## src/rtl/cla_serial_adder_if.sv

```systemverilog
// Start/done handshake and operand/result bundle for the nibble-serial adder.
interface cla_serial_adder_if #(
   parameter int NIBBLES = 8
);
   localparam int W = 4 * NIBBLES;

   logic         start;
   logic [W-1:0] a;
   logic [W-1:0] b;
   logic         ci;
   logic         busy;
   logic         done;
   logic [W-1:0] s;
   logic         co;
   logic         ovf;

   // Requester side: issues operands and start, observes status and result.
   modport master (
      output start, a, b, ci,
      input  busy, done, s, co, ovf
   );

   // Adder side: accepts operands and start, drives status and result.
   modport slave (
      input  start, a, b, ci,
      output busy, done, s, co, ovf
   );
endinterface

```

## src/rtl/cla_serial_adder.sv

```systemverilog
// Wide adder built by reusing one 4-bit carry-lookahead stage per clock,
// least-significant nibble first, with the group carry registered between nibbles.
module cla_serial_adder #(
   parameter int NIBBLES = 8
) (
   input  logic                 clk,
   input  logic                 reset_n,
   cla_serial_adder_if.slave    bus
);
   localparam int W     = 4 * NIBBLES;
   localparam int CNT_W = (NIBBLES > 1) ? $clog2(NIBBLES) : 1;
   localparam logic [CNT_W-1:0] LAST_CNT = CNT_W'(NIBBLES - 1);

   typedef enum logic [1:0] {
      IDLE = 2'd0,
      RUN  = 2'd1,
      DONE = 2'd2
   } state_t;

   // 4-bit carry-lookahead stage; returns {group carry-out, sum nibble}.
   function automatic logic [4:0] cla4(input logic [3:0] x, input logic [3:0] y, input logic c0);
      logic [3:0] g;
      logic [3:0] p;
      logic [4:0] c;
      g    = x & y;
      p    = x ^ y;
      c[0] = c0;
      c[1] = g[0] | (p[0] & c0);
      c[2] = g[1] | (p[1] & g[0]) | (p[1] & p[0] & c0);
      c[3] = g[2] | (p[2] & g[1]) | (p[2] & p[1] & g[0]) | (p[2] & p[1] & p[0] & c0);
      c[4] = g[3] | (p[3] & g[2]) | (p[3] & p[2] & g[1]) | (p[3] & p[2] & p[1] & g[0])
           | (p[3] & p[2] & p[1] & p[0] & c0);
      return {c[4], p ^ c[3:0]};
   endfunction

   state_t           state_r;
   logic [CNT_W-1:0] cnt_r;
   logic             carry_r;
   logic [W-1:0]     a_r;
   logic [W-1:0]     b_r;
   logic [W-1:0]     s_r;
   logic             co_r;
   logic             ovf_r;
   logic             busy_r;
   logic             done_r;

   logic [4:0]       stage_s;
   logic             ovf_s;
   logic [W-1:0]     s_next_s;

   // Operand registers shift right each RUN edge, so the active nibble is always
   // in bits [3:0]; on the last nibble bit 3 is the captured operand's sign bit.
   always_comb begin
      stage_s = cla4(a_r[3:0], b_r[3:0], carry_r);
      ovf_s   = (a_r[3] == b_r[3]) && (stage_s[3] != a_r[3]);
   end

   // Merge the fresh sum nibble into slot cnt_r, leaving every other nibble untouched.
   always_comb begin
      s_next_s = s_r;
      for (int i = 0; i < NIBBLES; i++) begin
         if (cnt_r == CNT_W'(i)) begin
            s_next_s[4*i +: 4] = stage_s[3:0];
         end else begin
            s_next_s[4*i +: 4] = s_r[4*i +: 4];
         end
      end
   end

   // Control FSM and datapath registers; all outputs come straight from flops.
   always_ff @(posedge clk or negedge reset_n) begin
      if (!reset_n) begin
         state_r <= IDLE;
         cnt_r   <= '0;
         carry_r <= 1'b0;
         a_r     <= '0;
         b_r     <= '0;
         s_r     <= '0;
         co_r    <= 1'b0;
         ovf_r   <= 1'b0;
         busy_r  <= 1'b0;
         done_r  <= 1'b0;
      end else begin
         case (state_r)
            IDLE: begin
               done_r <= 1'b0;
               if (bus.start) begin
                  a_r     <= bus.a;
                  b_r     <= bus.b;
                  carry_r <= bus.ci;
                  cnt_r   <= '0;
                  busy_r  <= 1'b1;
                  state_r <= RUN;
               end else begin
                  busy_r  <= 1'b0;
               end
            end
            RUN: begin
               s_r     <= s_next_s;
               carry_r <= stage_s[4];
               a_r     <= a_r >> 3'd4;
               b_r     <= b_r >> 3'd4;
               if (cnt_r == LAST_CNT) begin
                  co_r    <= stage_s[4];
                  ovf_r   <= ovf_s;
                  busy_r  <= 1'b0;
                  done_r  <= 1'b1;
                  state_r <= DONE;
               end else begin
                  cnt_r   <= cnt_r + CNT_W'(1);
               end
            end
            DONE: begin
               done_r <= 1'b0;
               if (bus.start) begin
                  a_r     <= bus.a;
                  b_r     <= bus.b;
                  carry_r <= bus.ci;
                  cnt_r   <= '0;
                  busy_r  <= 1'b1;
                  state_r <= RUN;
               end else begin
                  busy_r  <= 1'b0;
                  state_r <= IDLE;
               end
            end
            default: begin
               busy_r  <= 1'b0;
               done_r  <= 1'b0;
               cnt_r   <= '0;
               state_r <= IDLE;
            end
         endcase
      end
   end

   assign bus.busy = busy_r;
   assign bus.done = done_r;
   assign bus.s    = s_r;
   assign bus.co   = co_r;
   assign bus.ovf  = ovf_r;
endmodule

```

## src/flat_wrapper.sv

```systemverilog
// flat-port wrapper written by rule: the top's interface ports become plain ports
module cla_serial_adder_flat 
#(
   parameter int NIBBLES = 8
)
  (clk, reset_n, bus_start, bus_a, bus_b, bus_ci, bus_busy, bus_done, bus_s, bus_co, bus_ovf);
  cla_serial_adder_if #(.NIBBLES(NIBBLES)) bus_i ();
  input  logic clk;
  input  logic reset_n;
  input wire logic [$bits(bus_i.start)-1:0] bus_start;
  input wire logic [$bits(bus_i.a)-1:0] bus_a;
  input wire logic [$bits(bus_i.b)-1:0] bus_b;
  input wire logic [$bits(bus_i.ci)-1:0] bus_ci;
  output wire logic [$bits(bus_i.busy)-1:0] bus_busy;
  output wire logic [$bits(bus_i.done)-1:0] bus_done;
  output wire logic [$bits(bus_i.s)-1:0] bus_s;
  output wire logic [$bits(bus_i.co)-1:0] bus_co;
  output wire logic [$bits(bus_i.ovf)-1:0] bus_ovf;
  assign bus_i.start = bus_start;
  assign bus_i.a = bus_a;
  assign bus_i.b = bus_b;
  assign bus_i.ci = bus_ci;
  assign bus_busy = bus_i.busy;
  assign bus_done = bus_i.done;
  assign bus_s = bus_i.s;
  assign bus_co = bus_i.co;
  assign bus_ovf = bus_i.ovf;
  cla_serial_adder #(.NIBBLES(NIBBLES)) u_core (.clk(clk), .reset_n(reset_n), .bus(bus_i));
endmodule
```

## config.mk

```make
export PLATFORM = sky130hd
export DESIGN_NAME = cla_serial_adder_flat
export DESIGN_NICKNAME = d
export VERILOG_FILES = /design/src/rtl/cla_serial_adder_if.sv /design/src/rtl/cla_serial_adder.sv /design/src/flat_wrapper.sv
export SDC_FILE = /design/constraint.sdc
export NUM_CORES = 1
export LEC_CHECK = 0
export CELL_PAD_IN_SITES_DETAIL_PLACEMENT = 1
export CELL_PAD_IN_SITES_GLOBAL_PLACEMENT = 2
export CORE_MARGIN = 5
export CORE_UTILIZATION = 32
export DETAILED_ROUTE_END_ITERATION = 8
export GPL_TIMING_DRIVEN = 0
export PLACE_DENSITY_LB_ADDON = 0.3
export SLEW_MARGIN = 20
export SYNTH_ARGS = -nofsm -noshare
export SYNTH_HDL_FRONTEND = slang
export SYNTH_SLANG_ARGS = --single-unit
```

## constraint.sdc

```tcl
create_clock -name clk -period 2.1 [get_ports clk]
set_input_delay 0.525 -clock clk [delete_from_list [all_inputs] [get_ports clk]]
set_output_delay 0.525 -clock clk [all_outputs]
set_load 0.01 [all_outputs]
```

==> results of run 1 <==
==> timing repair <==
action | CTS | global route
gates resized for setup | 1 | 2
cloned | 0 | 0
setup endpoints to repair | 7 | 2
==> worst register-to-register path: cells and delay by family (launching register included) <==
family          cells  cell delay, ns
fa+ha+maj           1            0.33
flops               1            0.42
compound gates      3            0.71
xor+xnor            1            0.29
==> worst max-delay path by stage <==
stage	start	end	slack [ns]	cells past startpoint
global route	u_core.b_r[0]	u_core.bus.s[1]	0.06	4
finish	u_core.b_r[0]	u_core.bus.s[15]	0.22	5
floorplan	u_core.b_r[0]	u_core.bus.s[15]	0.46	5
detailed placement	u_core.b_r[0]	u_core.bus.s[22]	-0.12	5
global placement	reset_n	u_core.b_r[17]	-3.67	1
CTS	u_core.b_r[0]	u_core.bus.s[15]	0.11	5
==> cell families after synthesis <==
| family | after synthesis | synth area share [%] |
|---|---|---|
| mux | 65 | 13.8 |
| xor+xnor | 4 | 0.902 |
| simple gates | 125 | 10.6 |
| fa+ha+maj | 11 | 3.08 |
| buf+inv | 32 | 3.15 |
| flops | 106 | 56.2 |
| compound gates | 111 | 12.3 |
==> flip-flops by register name, indices dropped and copies added, names as in the netlist <==
signal / cells
u_core.bus.busy: 1
u_core.carry_r: 1
u_core.bus.co: 1
u_core.bus.s: 32
u_core.bus.done: 1
u_core.cnt_r: 3
u_core.bus.ovf: 1
u_core.state_r: 2
u_core.a_r: 32
u_core.b_r: 32
==> layout by cell type, fill, tap and decap left out, types with 3 or more instances in the layout <==
master,netlist,layout
dfrtp_1,106,106
nand2_1,104,104
clkdlybuf4s50_1,0,101
mux2i_1,65,65
o21ai_1,60,60
o21ai_0,39,39
buf_2,14,14
ha_1,10,10
clkbuf_1,7,9
clkbuf_16,0,9
inv_1,8,8
nor2_1,8,8
nand3_1,5,5
buf_4,3,3
nor2b_1,3,3
==> power groups by stage <==
stage | registers [mW] | clock network [mW] | logic [mW]
after floorplan | 3.53 | 0 | 2.59
after global placement | 3.51 | 0 | 4.28
after detailed placement | 3.56 | 0 | 4.45
after CTS | 3.52 | 1.74 | 4.49
after global routing | 3.63 | 1.82 | 5.00
final | 3.50 | 1.68 | 4.43
==> area by class of cell <==
cell class                 count  area, sq um  share of cell area [%]
sequential                   106         2650                    42.0
multi-input combinational    316         1950                    30.8
timing repair buffer         103         1050                    16.6
clock buffer                  12          246                    3.90
tap                          184          230                    3.65
buffer                        24          119                    1.88
clock inverter                 3         40.0                   0.634
inverter                       8         30.0                   0.475
==> layer usage <==
layer,share of wire (%),vias to the layer above
met5,0,-
met4,1.1,0
met3,3.8,12
met2,49,74
met1,46,1748
li1,-,1774
==> metrics by stage <==
stage	setup TNS (ns)	cell area [sq um]	setup WS [ns]	total power [mW]	util, %
3_3_place_gp	-388.21	5970	-3.67	7.79	41.2
5_1_grt	0	6320	0.0595	10.5	43.6
2_1_floorplan	0	4720	0.464	6.12	-
3_5_place_dp	-0.597	6000	-0.124	8.01	41.4
4_1_cts	0	6290	0.109	9.75	43.5
6_report	0	6320	0.215	9.61	43.6
==> impl_metrics.env, run 1 <==
export IMPL_design_core_area_sq_um=14500
export IMPL_global_route_usage_met2_pct=25.4
export IMPL_period_share_pct=89.7
export IMPL_cts_root_buffer="clkbuf_16"
export IMPL_yosysTopAreaCellShare_pct=56.2
export IMPL_power_density_nw_per_um2=1520
export IMPL_combinationalPowerShare_pct=46.1
export IMPL_grt_setup_unrepaired="no"
export IMPL_pwr_share_clk_pct=17.5
export IMPL_groute_layer_met3_usage_pct=2.94
export IMPL_filler_cell_count=1611
export IMPL_first_global_vias=4032
export IMPL_port_buffers=102
export IMPL_floorplan_die_area_sq_um=17300
export IMPL_r2r_start="u_core.b_r[0]"
export IMPL_synth_most_common_cell="dfrtp_1"
export IMPL_yosys_area_top_type="dfrtp_1"
export IMPL_number_of_cells_produced_by_synthesis=454
export IMPL_share_of_cells_above_drive_strength_1_pct=6.29
export IMPL_report_final_hold_viol_count=0
export IMPL_nets=647
export IMPL_sequential_share_of_power_pct=36.4
export IMPL_netlist_cell_type_count=30
export IMPL_grt_max_degree=60
export IMPL_layout_min_cycle_time_ns=1.88
export IMPL_synthArstFlopShare_pct=100
export IMPL_yosys_warnings=0
export IMPL_synth_enable_flop_cells=0
export IMPL_worstPathCellList="ha_1 -> a211o_1 -> a21oi_2 -> xor2_4 -> o21ai_0"
export IMPL_groute_usage_overall_pct=15.0
export IMPL_fmax_ghz=0.531
export IMPL_final_setup_viol_count=0
export IMPL_tritoncts_num_buffers=9
export IMPL_dp_cells=741
export IMPL_maxCapViolCount=0
export IMPL_cts_max_path_buffers=2
export IMPL_timing_worst_setup_path_type="reg -> reg"
export IMPL_grt_first_pass_wirelength_um=21400
export IMPL_p_leak_nw=2.96
export IMPL_drtPass1Iterations=4
export IMPL_die_width_um=131
export IMPL_tightestPinTransition_ns=0.724
export IMPL_wl_um=12600
export IMPL_routabilityCongestion=0.765
export IMPL_synth_seq_cells=106
export IMPL_timing_max_slew_rel_slack_pct=51.5
export IMPL_clock_input_transition_at_the_sequential_cells_of_the_worst_setup_and_hold_paths_ns=0.07
export IMPL_tritoncts_num_sinks=106
export IMPL_timing_critical_path_slowest_cell_delay_ns=0.42
export IMPL_drc_violations_left=0
export IMPL_critPathTopFamily="compound AO/OA/AOI/OAI gates"
export IMPL_syn_avg_cell_area_sq_um=10.4
export IMPL_routed_length_per_placed_instance_um=16.7
export IMPL_detailedRoute_firstIterationViolations=148
export IMPL_vias_per_cell=4.77
export IMPL_cts_tree="built"
export IMPL_clock_network_latency_to_the_later_pin_of_the_worst_skew_pair_ns=0.34
export IMPL_status="complete, no violations"
export IMPL_dpl_hpwl_um=9580
export IMPL_critPathLaunchType="register"
export IMPL_min_path_type="in -> async"
export IMPL_final_hold_worst_slack_ns=0.122
export IMPL_cts_htree_levels=3
export IMPL_r2r_worst_path_cells=5
export IMPL_timing_critical_path_slowest_stage_cell="dfrtp_1"
export IMPL_cts_hold_buffers_added=0
export IMPL_start_util_pct=32.6
export IMPL_syn_to_final_growth_pct=33.8
export IMPL_top_level_ports=104
export IMPL_dominantRegCellSynth="dfrtp_1"
export IMPL_internal_power_mw=5.85
export IMPL_switchingPower_mw=3.76
export IMPL_instances_no_fill=756
export IMPL_endpoint_kind="register"
export IMPL_switching_share_pct=39.1
export IMPL_detailroute_via_count=3608
export IMPL_synthTopCellsByCount="dfrtp_1, nand2_1, mux2i_1"
export IMPL_globalRouteOverflowTotal=0
export IMPL_fin_worst_skew_ns=0.00723
export IMPL_grtUsageMet1_pct=19.6
export IMPL_floorplan_rows=44
export IMPL_synth_cell_area_sq_um=4720
export IMPL_number_of_antenna_violations_at_the_first_check_in_global_routing=0
export IMPL_antenna_diode_count=0
export IMPL_syn_num_nets=533
export IMPL_yosysSeqAreaShare_pct=56.2
export IMPL_timing_rr_end="u_core.bus.s[15]"
export IMPL_timing_reg2reg_setup_slack_ns=0.22
export IMPL_yosys_top_cells_area="dfrtp_1, mux2i_1, nand2_1, o21ai_1, o21ai_0"
export IMPL_die_h_um=131
export IMPL_worst_path_max_fanout=8
export IMPL_most_utilized_layer_in_the_global_route_result="met2"
export IMPL_worstPathRequired_ns=2.32
export IMPL_vdd_drop_max_mv=0.425
export IMPL_post_cts_setup_inserts=0
export IMPL_finalMaxSlewViolations=0
export IMPL_timing_critical_path_arrival_ns=2.10
export IMPL_cp_num_buf_inv=0
export IMPL_antenna_left=0
Note: power is estimated with default switching activity, not from simulation.
==> run 2, diff against run 1 <==
CORE_MARGIN = default   (was 5)
==> run 2 against run 1 <==
Net effect: flip-flop and latch count is the same; cell count grew 0.13%; maximum frequency shrank 3.2%; sequential power is essentially flat; first-iteration DRC count grew 12%; clock power shrank 7%; power shrank 1.5%; register-to-register slack lost 0.06 ns; critical path type unchanged; largest cell class unchanged; combinational power is essentially flat.
==> impl_metrics.env, run 2 (synthesized netlist as in run 1, its figures left out) <==
export IMPL_timing_critical_path_slowest_stage_cell="dfrtp_1"
export IMPL_crit_path_start="u_core.b_r[0]"
export IMPL_dpl_hpwl_um=9090
export IMPL_tritoncts_num_buffers=9
export IMPL_routabilityCongestion=0.741
export IMPL_floorplan_rows=44
export IMPL_design_core_area_sq_um=14500
export IMPL_timing_critical_path_slowest_cell_delay_ns=0.42
export IMPL_postLayoutCellArea_sq_um=6280
export IMPL_syn_to_final_growth_pct=33.2
export IMPL_start_util_pct=32.6
export IMPL_wl_um=12100
export IMPL_dp_cells=741
export IMPL_cts_htree_levels=3
export IMPL_filler_cell_count=1617
export IMPL_timing_max_slew_rel_slack_pct=54.9
export IMPL_final_setup_viol_count=0
export IMPL_worstPathRequired_ns=2.31
export IMPL_clock_input_transition_at_the_sequential_cells_of_the_worst_setup_and_hold_paths_ns=0.07
export IMPL_top_level_ports=104
export IMPL_layout_min_cycle_time_ns=1.95
export IMPL_dpl_cell_area_sq_um=6000
export IMPL_placement_setup_worst_slack_ns=-0.0296
export IMPL_vdd_drop_max_mv=0.535
export IMPL_port_buffers=102
export IMPL_fin_worst_skew_ns=0.00538
export IMPL_period_share_pct=92.7
export IMPL_grt_first_pass_wirelength_um=20100
export IMPL_crit_end="u_core.bus.s[15]"
export IMPL_fmax_ghz=0.514
export IMPL_clock_network_latency_to_the_later_pin_of_the_worst_skew_pair_ns=0.35
export IMPL_report_final_hold_viol_count=0
export IMPL_timing_setup_tns_ns=0
export IMPL_groute_usage_overall_pct=17.4
export IMPL_timing_rr_end="u_core.bus.s[15]"
export IMPL_worstPathCellList="ha_1 -> a211o_1 -> a21oi_2 -> xor2_4 -> o21ai_0"
export IMPL_min_path_type="in -> async"
export IMPL_detailroute_via_count=3655
export IMPL_maxCapViolCount=0
export IMPL_status="complete, no violations"
export IMPL_vias_per_cell=4.83
export IMPL_die_h_um=123
export IMPL_fin_ws_ns=0.154
export IMPL_cts_hold_buffers_added=0
export IMPL_grt_max_degree=62
export IMPL_routed_length_per_placed_instance_um=16.0
export IMPL_timing_worst_setup_path_type="reg -> reg"
export IMPL_worst_path_max_fanout=8
export IMPL_drtPass1Iterations=4
export IMPL_timing_reg2reg_setup_slack_ns=0.15
export IMPL_nets=647
export IMPL_tightestPinTransition_ns=0.674
export IMPL_p_leak_nw=2.94
export IMPL_cts_root_buffer="clkbuf_16"
export IMPL_cts_max_path_buffers=2
export IMPL_share_of_cells_above_drive_strength_1_pct=6.11
export IMPL_power_density_nw_per_um2=1510
export IMPL_timing_critical_path_arrival_ns=2.16
export IMPL_grt_setup_unrepaired="no"
export IMPL_detailedRoute_firstIterationViolations=166
export IMPL_die_width_um=123
export IMPL_r2r_start="u_core.b_r[0]"
export IMPL_critPathLaunchType="register"
export IMPL_r2r_worst_path_cells=5
export IMPL_globalRouteOverflowTotal=0
export IMPL_antenna_diode_count=0
export IMPL_floorplan_die_area_sq_um=15200
export IMPL_drc_violations_left=0
export IMPL_layout_common_cells="dfrtp_1, nand2_1, clkdlybuf4s50_1"
export IMPL_finalMaxSlewViolations=0
export IMPL_cts_tree="built"
export IMPL_antenna_left=0
export IMPL_endpoint_kind="register"
export IMPL_number_of_antenna_violations_at_the_first_check_in_global_routing=0
export IMPL_first_global_vias=3990
export IMPL_tritoncts_num_sinks=106
export IMPL_final_common_cell="dfrtp_1"
export IMPL_instances_no_fill=757
[run 2: cell types whose count changed in the layout (fill, tap and decap cells not counted)]
cell,previous run,this run
clkinv_2,2,1
xor2_2,0,1
bufinv_16,1,0
clkbuf_1,9,11
xor2_4,2,1
clkinvlp_4,0,1
[run 2: critical path: cells and delay by family (launching register included)]
family          cells  cell delay [ns]
flops               1             0.42
compound gates      3             0.75
xor+xnor            1             0.31
fa+ha+maj           1             0.33
[run 2: layout make-up]
| cell class | instances | area, sq um | area share [%] |
|---|---|---|---|
| Multi-Input combinational cell | 316 | 1940 | 30.8 |
| Inverter | 8 | 30.0 | 0.478 |
| Sequential cell | 106 | 2650 | 42.2 |
| Timing Repair Buffer | 103 | 1050 | 16.7 |
| Clock inverter | 2 | 12.5 | 0.199 |
| Clock buffer | 14 | 254 | 4.04 |
| Buffer | 24 | 119 | 1.89 |
| Tap cell | 184 | 230 | 3.66 |
[run 2: what timing repair did]
item / 4_1_cts / 5_1_grt
endpoints found under the setup margin: 7 / 1
setup buffers: 0 / 0
resized for setup: 1 / 1
[run 2: worst min-delay path by stage]
stage	depth (start not counted)	slack [ns]	endpoint
finish	1	0.11	u_core.bus.s[20]
global route	1	0.13	u_core.bus.s[16]
CTS	1	0.12	u_core.bus.s[20]
detailed placement	2	0.47	u_core.bus.s[5]
global placement	2	0.46	u_core.bus.s[7]
floorplan	0	0.23	u_core.a_r[0]
[run 2: through the flow]
| step | hold slack [ns] | utilization, % | total power, mW |
|---|---|---|---|
| floorplan | 0.229 | - | 6.12 |
| global placement | 0.459 | 41.2 | 7.76 |
| detailed placement | 0.470 | 41.4 | 7.99 |
| CTS | 0.120 | 43.3 | 9.63 |
| global route | 0.132 | 43.4 | 10.3 |
| finish | 0.113 | 43.4 | 9.46 |
[run 2: power breakdown]
| group | switching (mW) | internal (mW) | leakage, nW |
|---|---|---|---|
| logic | 2.48 | 1.93 | 1.48 |
| registers | 0.541 | 2.95 | 1.34 |
| clock network | 0.728 | 0.838 | 0.127 |
[run 2: metal layers]
metal | track usage, % | wire length (um) | up-vias
met5 | 0 | 0 | -
met4 | 3.84 | 100 | 0
met3 | 5.35 | 577 | 9
met2 | 30.3 | 5930 | 78
met1 | 21.1 | 5500 | 1792
li1 | - | - | 1776
==> run 3, diff against run 2 <==
ABC_CLOCK_PERIOD_IN_PS = 2100   (was default)
==> results of run 3 <==
Same layout as run 2: the final DEF is identical, and so are final timing and power.
